$ cat src/rtl/vote_input_conditioner.sv
// Vote input conditioner: synchronizes and debounces three candidate buttons,
// then turns single clean presses into one-cycle vote pulses with a lockout.
`timescale 1ns/1ps
module vote_input_conditioner #(
  parameter int unsigned DEBOUNCE_CYCLES = 4,
  parameter int unsigned LOCKOUT_CYCLES  = 8
) (
  input  logic       clk,
  input  logic       reset,
  input  logic [1:0] mode,
  input  logic       btn_candidate_1,
  input  logic       btn_candidate_2,
  input  logic       btn_candidate_3,
  output logic       in_candidate_1,
  output logic       in_candidate_2,
  output logic       in_candidate_3,
  output logic       vote_busy,
  output logic       vote_reject
);

  typedef enum logic {
    IDLE,
    LOCKOUT
  } state_e;

  localparam logic [7:0] DB_LAST = 8'(DEBOUNCE_CYCLES - 1);
  localparam logic [7:0] LK_MAX  = 8'(LOCKOUT_CYCLES);
  localparam logic [1:0] MODE_VOTE = 2'd1;

  logic [2:0] raw;
  logic [2:0] sync1_q, sync2_q;
  logic [2:0] db_q, db_d;
  logic [2:0] prev_q;
  logic [7:0] cnt_q [3];
  logic [7:0] cnt_d [3];

  state_e     state_q, state_d;
  logic [7:0] lock_q, lock_d;
  logic [7:0] lock_inc;
  logic [2:0] vote_q, vote_d;
  logic       busy_q, busy_d;
  logic       rej_q, rej_d;

  logic [2:0] ev;
  logic       multi;
  logic       single;

  assign raw = {btn_candidate_3, btn_candidate_2, btn_candidate_1};

  always_comb begin
    db_d = db_q;
    for (int i = 0; i < 3; i++) begin
      cnt_d[i] = 8'd0;
      if (sync2_q[i] != db_q[i]) begin
        if (cnt_q[i] == DB_LAST) begin
          db_d[i] = sync2_q[i];
        end else begin
          cnt_d[i] = cnt_q[i] + 8'd1;
        end
      end
    end
  end

  assign ev     = db_q & ~prev_q;
  assign multi  = (ev[0] & ev[1]) | (ev[0] & ev[2]) | (ev[1] & ev[2]);
  assign single = (|ev) & ~multi;

  // Saturating count of cycles already spent in LOCKOUT
  assign lock_inc = (lock_q == LK_MAX) ? LK_MAX : lock_q + 8'd1;

  always_comb begin
    state_d = state_q;
    lock_d  = lock_q;
    vote_d  = 3'b000;
    rej_d   = 1'b0;
    if (mode != MODE_VOTE) begin
      state_d = IDLE;
      lock_d  = 8'd0;
    end else begin
      unique case (state_q)
        IDLE: begin
          if (single) begin
            vote_d  = ev;
            state_d = LOCKOUT;
            lock_d  = 8'd0;
          end else if (multi) begin
            rej_d   = 1'b1;
            state_d = LOCKOUT;
            lock_d  = 8'd0;
          end
        end
        LOCKOUT: begin
          lock_d = lock_inc;
          if ((lock_inc == LK_MAX) && (db_q == 3'b000)) begin
            state_d = IDLE;
          end
        end
        default: state_d = IDLE;
      endcase
    end
    busy_d = (state_d == LOCKOUT);
  end

  always_ff @(posedge clk or negedge reset) begin
    if (!reset) begin
      sync1_q <= 3'b000;
      sync2_q <= 3'b000;
      db_q    <= 3'b000;
      prev_q  <= 3'b000;
      for (int i = 0; i < 3; i++) begin
        cnt_q[i] <= 8'd0;
      end
      state_q <= IDLE;
      lock_q  <= 8'd0;
      vote_q  <= 3'b000;
      busy_q  <= 1'b0;
      rej_q   <= 1'b0;
    end else begin
      sync1_q <= raw;
      sync2_q <= sync1_q;
      db_q    <= db_d;
      prev_q  <= db_q;
      for (int i = 0; i < 3; i++) begin
        cnt_q[i] <= cnt_d[i];
      end
      state_q <= state_d;
      lock_q  <= lock_d;
      vote_q  <= vote_d;
      busy_q  <= busy_d;
      rej_q   <= rej_d;
    end
  end

  assign in_candidate_1 = vote_q[0];
  assign in_candidate_2 = vote_q[1];
  assign in_candidate_3 = vote_q[2];
  assign vote_busy      = busy_q;
  assign vote_reject    = rej_q;

endmodule

$ cat config.mk
export PLATFORM = sky130hd
export DESIGN_NAME = vote_input_conditioner
export DESIGN_NICKNAME = d
export VERILOG_FILES = /design/src/rtl/vote_input_conditioner.sv
export SDC_FILE = /design/constraint.sdc
export NUM_CORES = 1
export LEC_CHECK = 0
export ABC_AREA = 1
export CAP_MARGIN = 20
export CORE_MARGIN = 8
export CORE_UTILIZATION = 55
export DETAILED_ROUTE_END_ITERATION = 10
export PLACE_DENSITY = 0.85
export SYNTH_ARGS = -nofsm -noshare
export SYNTH_HDL_FRONTEND = slang
export SYNTH_SLANG_ARGS = --single-unit
$ cat constraint.sdc
create_clock -name clk -period 1.8 [get_ports clk]
set_input_delay 0.36 -clock clk [delete_from_list [all_inputs] [get_ports clk]]
set_output_delay 0.36 -clock clk [all_outputs]
set_load 0.005 [all_outputs]
==> impl_metrics.env, run 1 <==
export IMPL_status="finished, final reports clean"
export IMPL_ys_warn_count=0
export IMPL_regToRegEndpoint="vote_busy"
export IMPL_first_pass_iters=4
export IMPL_io_buffers=11
export IMPL_cts_resized=0
export IMPL_avgViaCountPerCell=5.01
export IMPL_die_x_um=80.4
export IMPL_nets=282
export IMPL_slowest_stage="clkdlybuf4s50_1"
export IMPL_critPathLaunchType="flop"
export IMPL_drt_wirelength_per_cell_um=11.2
export IMPL_die_y_um=80.4
export IMPL_htree_levels=2
export IMPL_synth_area_leaders="dfrtp_1 54%, nor2_1 6.4%, inv_1 5.9%"
export IMPL_crit_fanout=4
export IMPL_dp_cells=313
export IMPL_syn_to_final_growth_pct=13.4
export IMPL_synthCells=249
export IMPL_fin_crit_sh=0.878
export IMPL_final_common_cell="dfrtp_1"
export IMPL_cts_root_buffer="clkbuf_8"
export IMPL_fillers=331
export IMPL_max_stage_delay_ns=0.52
export IMPL_core_um2=4000
export IMPL_power_leakage_nw=1.17
export IMPL_antenna_found_initial=0
export IMPL_peakVddDrop_mv=1.02
export IMPL_syn_avg_cell_area_um2=9.17
export IMPL_finish_utilization=0.647
export IMPL_syn_num_nets=261
export IMPL_final_antenna_net_count=0
export IMPL_clk_pin_slew_worst_paths_ns=0.09
export IMPL_n_antenna_cell=0
export IMPL_path_cells="clkdlybuf4s50_1"
export IMPL_post_cts_setup_buffers=0
export IMPL_synth_top_cell_area_share=0.537
export IMPL_io_pins=12
export IMPL_endpoint_kind="primary output"
export IMPL_syn_cell_area_um2=2280
export IMPL_cp_data_arrival_time_ns=1.22
export IMPL_vias=1602
export IMPL_timing_final_crit_period_ns=1.58
export IMPL_cp_num_buf_inv=1
export IMPL_r2r_setup_slack_ns=0.34
export IMPL_drt_iter0_drc=101
export IMPL_ys_seq_elements=49
export IMPL_dp_hpwl_um=2670
export IMPL_clk_path_buf_depth=2
export IMPL_crit_end="vote_busy"
export IMPL_stdcell_count=320
export IMPL_synth_seq_area_share=0.537
export IMPL_finalSetupViolations=0
export IMPL_tightest_slew_ns=0.439
export IMPL_path_delay_family="buffers and inverters"
export IMPL_grt_pass1_vias=1525
export IMPL_rsz0062_at_grt="no"
export IMPL_worstSetupPathType="flop to primary output"
export IMPL_initial_core_util=0.571
export IMPL_relSlewSlack=0.705
export IMPL_ys_types=27
export IMPL_crit_cells=1
export IMPL_skew_ns=0.0107
export IMPL_hold_path_class="primary input to asynchronous set/reset pin"
export IMPL_setup_tns_ns=0
export IMPL_route_final_wire_length_um=3590
export IMPL_tritoncts="done"
export IMPL_clkLatencyLatePin_ns=0.29
export IMPL_gp_congestion=0.786
export IMPL_slew_violations=0
export IMPL_finalHoldViolCount=0
export IMPL_max_freq_ghz=0.632
export IMPL_grt_use_total=0.126
export IMPL_multi_input_area_um2=911
export IMPL_drive_gt1_frac=0.133
export IMPL_reg2regPathDepth=9
export IMPL_totalPowerFinal_mw=2.80
export IMPL_yosysTopAreaCell="dfrtp_1"
export IMPL_cp_required_ns=1.44
export IMPL_power_density_nw_per_um2=1080
export IMPL_critPathLaunch="vote_busy"
export IMPL_seq_area_um2=1230
export IMPL_rows=23
export IMPL_hold_buffers=0
export IMPL_overflow=0
export IMPL_grt_max_degree=50
export IMPL_cts_buffers=5
export IMPL_cap_violations=0
export IMPL_r2r_start="lock_q[0]"
export IMPL_dieArea_um2=6470
export IMPL_cts_sinks=49
export IMPL_grt_pass1_wl_um=6450
export IMPL_drc_errors=0
export IMPL_final_cell_mix="49 x dfrtp_1, 39 x nor2_1, 36 x inv_1, 35 x nand2_1"
[how the worst min path moves through the flow]
stage                    start          to  slack [ns]  cells past startpoint
floorplan                reset    cnt_q[0]        0.06                      0
global placement    sync1_q[2]  sync2_q[2]        0.33                      0
detailed placement  sync1_q[2]  sync2_q[2]        0.34                      0
CTS                      reset   cnt_q[12]        0.04                      2
global route             reset   cnt_q[12]        0.06                      2
finish                   reset   cnt_q[12]        0.03                      2
[synthesized netlist by cell type (all sizes together)]
cell type,count
nor4,2
o21ai,11
dfrtp,49
o22ai,5
or2,4
xor2,6
clkinv,1
xnor2,5
nand3,16
ha,5
nor3b,6
nor3,5
nand4,4
nor2,47
a21oi,7
inv,38
nand2,38
[stage by stage]
stage | area (um^2) | worst slack (ns) | hold WS (ns)
2_1_floorplan | 2280 | 0.511 | 0.0644
3_3_place_gp | 2490 | 0.253 | 0.333
3_5_place_dp | 2490 | 0.227 | 0.339
4_1_cts | 2590 | 0.207 | 0.0417
5_1_grt | 2590 | 0.163 | 0.0645
6_report | 2590 | 0.219 | 0.0348
[state kept, by name, indices dropped and copies added, names as in the netlist]
register / flops
vote_reject: 1
sync2_q: 3
lock_q: 8
prev_q: 3
vote_q: 3
vote_busy: 1
cnt_q: 24
sync1_q: 3
db_q: 3
[power by group]
part           switching [mW]  internal (mW)
registers               0.123           1.26
logic                   0.401          0.283
clock network           0.334          0.404
total                   0.857           1.95
[per-layer routing]
layer  track usage  part of all wire
met5             0                 0
met4        0.0545            0.0098
met3        0.0324             0.038
met2         0.204              0.49
met1         0.154              0.46
[cells by family (layout without fill, tap and decap cells)]
logic type               count (synthesis)  count (layout)  share of synthesized area
flip-flops                              49              49                      0.537
buffers and inverters                   39              60                     0.0641
XOR/XNOR                                11              11                     0.0455
AO/OA/AOI/OAI                           23              23                     0.0564
adder cells (fa/ha/maj)                  5               5                     0.0274
AND/OR/NAND/NOR                        122             122                      0.270
[final cells by class]
| cell class | instances | share of cell area |
|---|---|---|
| clock buffer | 5 | 0.0266 |
| clock inverter | 2 | 0.0135 |
| inverter | 39 | 0.0565 |
| multi-input combinational | 161 | 0.352 |
| sequential | 49 | 0.473 |
| tap | 50 | 0.0242 |
| timing repair buffer | 14 | 0.0541 |
No activity file was read; power rests on OpenSTA's default activity.
==> inputs of run 2 (changes only) <==
--- a/config.mk
+++ b/config.mk
@@ -10,7 +10,8 @@
 export CORE_MARGIN = 8
 export CORE_UTILIZATION = 55
 export DETAILED_ROUTE_END_ITERATION = 10
-export PLACE_DENSITY = 0.85
+export DONT_BUFFER_PORTS = 1
+export PLACE_DENSITY = 0.81
 export SYNTH_ARGS = -nofsm -noshare
 export SYNTH_HDL_FRONTEND = slang
 export SYNTH_SLANG_ARGS = --single-unit
==> impl_metrics.env, run 2 (same netlist as run 1, synthesis figures left out) <==
export IMPL_htree_levels=2
export IMPL_die_y_um=80.4
export IMPL_drc_errors=0
export IMPL_status="finished, final reports clean"
export IMPL_regToRegEndpoint="vote_busy"
export IMPL_antenna_found_initial=0
export IMPL_slew_violations=0
export IMPL_critPathLaunchType="flop"
export IMPL_nets=271
export IMPL_avgViaCountPerCell=5.08
export IMPL_top_regs="cnt_q (24), lock_q (8)"
export IMPL_drt_iter0_drc=79
export IMPL_io_buffers=0
export IMPL_final_cell_mix="49 x dfrtp_1, 39 x nor2_1, 36 x inv_1, 35 x nand2_1, 10 x nand3_1"
export IMPL_hold_worst_slack_ns=0.0886
export IMPL_drive_gt1_frac=0.135
export IMPL_overflow=0
export IMPL_reg2regPathDepth=9
export IMPL_worstSetupPathType="flop to flop"
export IMPL_cts_buffers=5
export IMPL_endpoint_kind="flop"
export IMPL_power_density_nw_per_um2=1100
export IMPL_peakVddDrop_mv=0.749
export IMPL_cts_root_buffer="clkbuf_8"
export IMPL_relSlewSlack=0.832
export IMPL_power_leakage_nw=1.13
export IMPL_fin_area_um2=2490
export IMPL_grt_max_degree=50
export IMPL_initial_core_util=0.571
export IMPL_final_antenna_net_count=0
export IMPL_cts_resized=0
export IMPL_sw_frac_of_total=0.321
export IMPL_dp_hpwl_um=2630
export IMPL_cap_violations=0
export IMPL_n_antenna_cell=0
export IMPL_route_final_wire_length_um=3740
export IMPL_dieArea_um2=6470
export IMPL_post_dp_cell_area_um2=2350
export IMPL_intPower_mw=1.86
export IMPL_cp_required_ns=2.01
export IMPL_fin_crit_sh=0.785
export IMPL_tightest_slew_ns=0.250
export IMPL_fillers=317
export IMPL_final_common_cell="dfrtp_1"
export IMPL_vias=1576
export IMPL_switchingPower_uw=877
export IMPL_critPathLaunch="lock_q[0]"
export IMPL_max_freq_ghz=0.708
export IMPL_regMostFlops="cnt_q"
export IMPL_finalSetupViolations=0
export IMPL_syn_to_final_growth_pct=9.15
export IMPL_cts_sinks=49
export IMPL_grt_pass1_wl_um=6860
export IMPL_io_pins=12
export IMPL_clock_power_share=0.258
export IMPL_timing_final_crit_period_ns=1.41
export IMPL_comb_power_share=0.232
export IMPL_grt_use_total=0.133
export IMPL_gp_congestion=0.898
export IMPL_die_x_um=80.4
export IMPL_largest_reg_flops=24
export IMPL_core_um2=4000
export IMPL_skew_ns=0.0137
export IMPL_clk_pin_slew_worst_paths_ns=0.10
export IMPL_rows=23
export IMPL_finalHoldViolCount=0
export IMPL_first_pass_iters=4
export IMPL_cp_data_arrival_time_ns=1.62
export IMPL_grt_pass1_vias=1654
export IMPL_p_seq_frac=0.510
export IMPL_setup_tns_ns=0
export IMPL_r2r_setup_slack_ns=0.39
export IMPL_crit_fanout=5
export IMPL_clkLatencyLatePin_ns=0.30
export IMPL_tritoncts="done"
export IMPL_hold_path_class="primary input to flop"
export IMPL_drt_wirelength_per_cell_um=12.1
export IMPL_r2r_start="lock_q[0]"
export IMPL_crit_end="vote_busy"
export IMPL_clk_path_buf_depth=2
export IMPL_rsz0062_at_grt="no"
-- run 2: layer usage --
layer  part of all wire  GRT usage
met1               0.46      0.150
met4              0.022     0.0582
met2               0.48      0.225
met3              0.040     0.0402
met5                  0          0
-- run 2: area by class of cell --
cell class	instances	area, um^2	area share
clock buffers	7	96.3	0.0387
flip-flops and latches	49	1230	0.492
inverters	39	146	0.0587
well taps	50	62.6	0.0251
clock inverters	1	5.00	0.00201
multi-input cells	161	911	0.365
repair buffers	3	45.0	0.0181
-- run 2: power groups by stage --
stage | sequential [mW] | clock, mW | combinational [mW]
after global placement | 1.40 | 0 | 0.589
after detailed placement | 1.41 | 0 | 0.604
final | 1.39 | 0.704 | 0.635
after floorplan | 1.38 | 0 | 0.498
after global routing | 1.42 | 0.762 | 0.730
after CTS | 1.39 | 0.718 | 0.643
-- run 2: worst min path at each step --
| stage | startpoint | to | cells after the start |
|---|---|---|---|
| 2_1_floorplan | reset | cnt_q[0] | 0 |
| 3_3_place_gp | reset | cnt_q[19] | 0 |
| 3_5_place_dp | reset | cnt_q[21] | 0 |
| 4_1_cts | btn_candidate_3 | sync1_q[2] | 0 |
| 5_1_grt | btn_candidate_2 | sync1_q[1] | 0 |
| 6_report | btn_candidate_2 | sync1_q[1] | 0 |
-- run 2: critical path: stages, from the launching register on --
cell and delay, ns:
dfrtp_1 0.45, inv_1 0.11, ha_1 0.16, nand3_2 0.09, nor2_2 0.13, nor2_1 0.06
nor2_1 0.10, nand3_2 0.07, nor2_1 0.10, nor2_1 0.04
-- run 2: timing repair --
action,in CTS,in global routing
hold endpoints to repair,49,0
buffers inserted,0,0
endpoints found under the setup margin,0,0
hold buffers,2,0
-- run 2: metrics by stage --
step                      total power [mW]  cells  setup slack [ns]   util
after CTS                             2.75    310             0.392  0.623
after floorplan                       1.88    249             0.511      -
after global routing                  2.91    310             0.201  0.623
final                                 2.73    310             0.387  0.623
after detailed placement              2.02    300             0.400  0.588
after global placement                1.99    300             0.454  0.588
==> inputs of run 3 (changes only) <==
--- a/config.mk
+++ b/config.mk
@@ -11,7 +11,7 @@
 export CORE_UTILIZATION = 55
 export DETAILED_ROUTE_END_ITERATION = 10
 export DONT_BUFFER_PORTS = 1
-export PLACE_DENSITY = 0.81
+export PLACE_DENSITY = 0.84
 export SYNTH_ARGS = -nofsm -noshare
 export SYNTH_HDL_FRONTEND = slang
 export SYNTH_SLANG_ARGS = --single-unit
==> constraint.sdc (replaced) <==
create_clock -name clk -period 1.15 [get_ports clk]
set_input_delay 0.23 -clock clk [delete_from_list [all_inputs] [get_ports clk]]
set_output_delay 0.23 -clock clk [all_outputs]
set_load 0.005 [all_outputs]
==> impl_metrics.env, run 3 (same netlist as run 1, synthesis figures left out) <==
export IMPL_gp_congestion=0.867
export IMPL_clk_path_buf_depth=2
export IMPL_drt_iter0_drc=216
export IMPL_peakVddDrop_mv=1.03
export IMPL_drc_errors=0
export IMPL_cp_data_arrival_time_ns=1.67
export IMPL_grt_pass1_vias=1947
export IMPL_hold_buffers=3
export IMPL_tritoncts="done"
export IMPL_power_leakage_nw=1.44
export IMPL_status="finished with violations"
export IMPL_clkLatencyLatePin_ns=0.32
export IMPL_crit_fanout=4
export IMPL_regMostFlops="cnt_q"
export IMPL_n_antenna_cell=0
export IMPL_worstSetupPathType="flop to flop"
export IMPL_drt_wirelength_per_cell_um=16.9
export IMPL_final_antenna_net_count=0
export IMPL_fin_crit_sh=1.26
export IMPL_route_final_wire_length_um=6110
export IMPL_final_cell_mix="41 x dfrtp_1, 39 x buf_4, 32 x inv_1, 26 x nor2_1, 24 x nand2_1"
export IMPL_clk_pin_slew_worst_paths_ns=0.09
export IMPL_overflow=0
export IMPL_vias=1978
export IMPL_syn_to_final_growth_pct=45.9
export IMPL_rsz0062_at_grt="yes"
export IMPL_io_buffers=0
export IMPL_totalPowerFinal_mw=5.55
export IMPL_die_y_um=80.4
export IMPL_avgViaCountPerCell=5.46
export IMPL_dieArea_um2=6470
export IMPL_grt_use_total=0.176
export IMPL_tightest_slew_ns=0.340
export IMPL_violations="hold timing, setup timing"
export IMPL_skew_ns=0.0107
export IMPL_core_um2=4000
export IMPL_cts_root_buffer="clkbuf_8"
export IMPL_grt_max_degree=50
export IMPL_pre_cts_ws_ns=-0.225
export IMPL_initial_core_util=0.571
export IMPL_die_x_um=80.4
export IMPL_nets=323
export IMPL_antenna_found_initial=0
export IMPL_drive_gt1_frac=0.503
export IMPL_timing_final_crit_period_ns=1.44
export IMPL_final_common_cell="dfrtp_1"
export IMPL_dp_hpwl_um=3180
export IMPL_rows=23
export IMPL_power_density_nw_per_um2=1670
export IMPL_max_freq_ghz=0.692
export IMPL_grt_pass1_wl_um=8760
export IMPL_hold_worst_slack_ns=-0.408
export IMPL_endpoint_kind="flop"
export IMPL_largest_reg_flops=24
export IMPL_hold_path_class="primary input to asynchronous set/reset pin"
export IMPL_cap_violations=0
export IMPL_cp_required_ns=1.37
export IMPL_top_regs="cnt_q (24), lock_q (8)"
export IMPL_finalSetupViolations=33
export IMPL_finalHoldViolCount=49
export IMPL_cts_buffers=5
export IMPL_layout_setup_ws_ns=-0.294
export IMPL_critPathLaunchType="flop"
export IMPL_first_pass_iters=4
export IMPL_io_pins=12
export IMPL_cts_sinks=49
export IMPL_relSlewSlack=0.773
export IMPL_htree_levels=2
export IMPL_slew_violations=0
## run 3: cell types whose count changed in the layout (fill, tap and decap cells not counted), sizes merged
cell,before,now
buf,2,52
dlygate4sd3,1,3
inv,38,39
clkinv,2,1
## run 3: stage by stage
step / util / hold slack (ns) / setup TNS, ns / std cells / cell area, um^2
finish: 0.833 / -0.408 / -3.11 / 362 / 3330
CTS: 0.741 / -0.412 / -1.73 / 355 / 2960
global route: 0.833 / -0.417 / -5.51 / 362 / 3330
detailed placement: 0.658 / -0.0642 / -1.45 / 336 / 2630
global placement: 0.658 / -0.0639 / -0.727 / 336 / 2630
floorplan: - / -0.0656 / -0.227 / 249 / 2290
## run 3: path summary, 6_finish.rpt
| check | from | endpoint | slack (ns) | cells past startpoint |
|---|---|---|---|---|
| setup / recovery | lock_q[0] | vote_busy | -0.29 | 9 |
| hold / removal | reset | cnt_q[18] | -0.41 | 0 |
| setup reg to reg | lock_q[0] | vote_busy | -0.29 | 9 |
| hold reg to reg | sync1_q[0] | sync2_q[0] | 0.36 | 0 |
| max in group asynchronous | reset | cnt_q[17] | 1.46 | 0 |
| min in group clk | mode[1] | vote_busy | 0.09 | 3 |
## run 3: power breakdown
part | total (mW) | switching, mW | internal (mW)
combinational | 2.14 | 1.09 | 1.04
sequential | 2.25 | 0.272 | 1.98
clock | 1.16 | 0.617 | 0.545
## run 3: cell type report
type                            count  area [um^2]
Clock inverter                      1         5.00
Tap cell                           50         62.6
Clock buffer                        7         96.3
Timing Repair Buffer               55          469
Inverter                           39          149
Sequential cell                    49         1240
Multi-Input combinational cell    161         1310
Fill cell                         181          669
## run 3: critical path, stage by stage, from the launching register on
cell,delay (ns)
dfrtp_2,0.47
inv_2,0.10
ha_4,0.15
nand3_4,0.09
nor2_4,0.11
nor2_2,0.06
nor2_2,0.12
nand3_2,0.10
nor2_2,0.11
nor2_1,0.04
## run 3: routing by layer
| metal | GRT usage | routed length, um | up-vias |
|---|---|---|---|
| li1 | - | - | 907 |
| met1 | 0.209 | 2510 | 984 |
| met2 | 0.288 | 3090 | 69 |
| met3 | 0.0458 | 306 | 18 |
| met4 | 0.0891 | 203 | 0 |
| met5 | 0 | 0 | - |
## run 3: repair_timing
item	in CTS	in global routing
endpoints found under the setup margin	33	40
resized for setup	39	71
endpoints found under the hold margin	52	49
pin swaps	18	34
gates cloned	0	0
buffers inserted	9	7
==> RTL change (flow settings as in run 3) <==
Make the reset (`reset`) synchronous in one clocked block.
--- a/src/rtl/vote_input_conditioner.sv
+++ b/src/rtl/vote_input_conditioner.sv
@@ -101,7 +101,7 @@
     busy_d = (state_d == LOCKOUT);
   end
 
-  always_ff @(posedge clk or negedge reset) begin
+  always_ff @(posedge clk) begin
     if (!reset) begin
       sync1_q <= 3'b000;
       sync2_q <= 3'b000;
Formal check against the unedited RTL: differs if reset is asserted again (counterexample within 10 cycles, from zero or initial values and one cycle with reset low); with reset held inactive, the same outputs for 10 cycles.
==> RTL change against run 3 <==
The run ends with negative setup slack left; first-iteration DRC count up 45%; clock skew rose by 0.0077 ns; sequential cell count unchanged; die area fell by 4.4%; synthesized area fell by 5.4%; routed wire length increased by 28%; cell area is 7.1% lower; worst setup slack gained 0.0044 ns; maximum frequency rose by 0.31%; critical path type unchanged; critical endpoint is now lock_q[2]; largest cell class unchanged.
Power is not compared: it rests on default switching activity, and its combinational part moved more than twofold at a synthesized area within 25%.
==> RTL change: results <==
[status]
status = "complete, but fails checks"
violations = "negative setup slack"

[yosys]
synth-compound-area-share_pct = 7.59
avgSynthCellArea_um2 = 7.52
synth.area.top_cells = "dfxtp_1 (45%), nand2_1 (9.4%), inv_1 (7.6%)"
synth_xor_area_share_pct = 4.46
ys_async_sr_fraction_pct = 0
synth_fa_ha_area_share_pct = 2.90
yosysUniqueCellTypes = 32
seq_area_frac_synth_pct = 45.4

[placed_design]
dp_hpwl_um = 3060
postPlaceCellArea_um2 = 2400
gp_congestion = 0.891
placedCellCount = 357
place_ws_ns = -0.236

[setup_path]
max_stage_delay_ns = 0.38
path_delay_family = "flip-flops"
r2r-start = "lock_q[0]"
rr_worst_depth = 8
cp_slowest_cell = "dfxtp_4"

[layout]
nNetsFinal = 342
post_route_cells_drive_above_1_share_pct = 51.8
final_cells = 378

[global_routing]
grt_max_degree = 16
grt_pass1_vias = 2060
track_usage_pct = 19.1
grt_first_pass_wirelength_um = 9450

[power]
power_mw = 3.03

[routing]
wl_per_cell_um = 20.7
drt_iter0_drc = 313
vias_per_cell = 6.09

[timing]
setup_viol = 36
setup_slack_ns = -0.290
finalClockSkew_ns = 0.0184
tns_ns = -2.98

[hold_path]
hold_class = "in -> reg"
[RTL change: cell type report]
cell class              count  area (um^2)
clock buffers               5         68.8
clock inverters             2         35.0
fillers                   174          622
inverters                  49          191
multi-input cells         187         1400
flip-flops and latches     49         1040
well taps                  48         60.1
repair buffers             38          307
[RTL change: timing repair]
item | CTS | global route
hold endpoints to repair | 0 | 1
setup endpoints to repair | 34 | 40
cloned | 0 | 0
buffers inserted | 5 | 8
resized for setup | 64 | 87
hold buffers | 0 | 1
pin swaps | 21 | 36
[RTL change: routing by layer]
| metal | wire length (um) | up-vias | share of wire (%) | global-route usage (%) |
|---|---|---|---|---|
| met5 | 0 | - | 0 | 0 |
| met4 | 582 | 0 | 7.5 | 11.9 |
| met3 | 584 | 64 | 7.5 | 5.92 |
| met2 | 3720 | 176 | 48 | 32.1 |
| met1 | 2920 | 1087 | 37 | 20.6 |
| li1 | - | 976 | - | - |
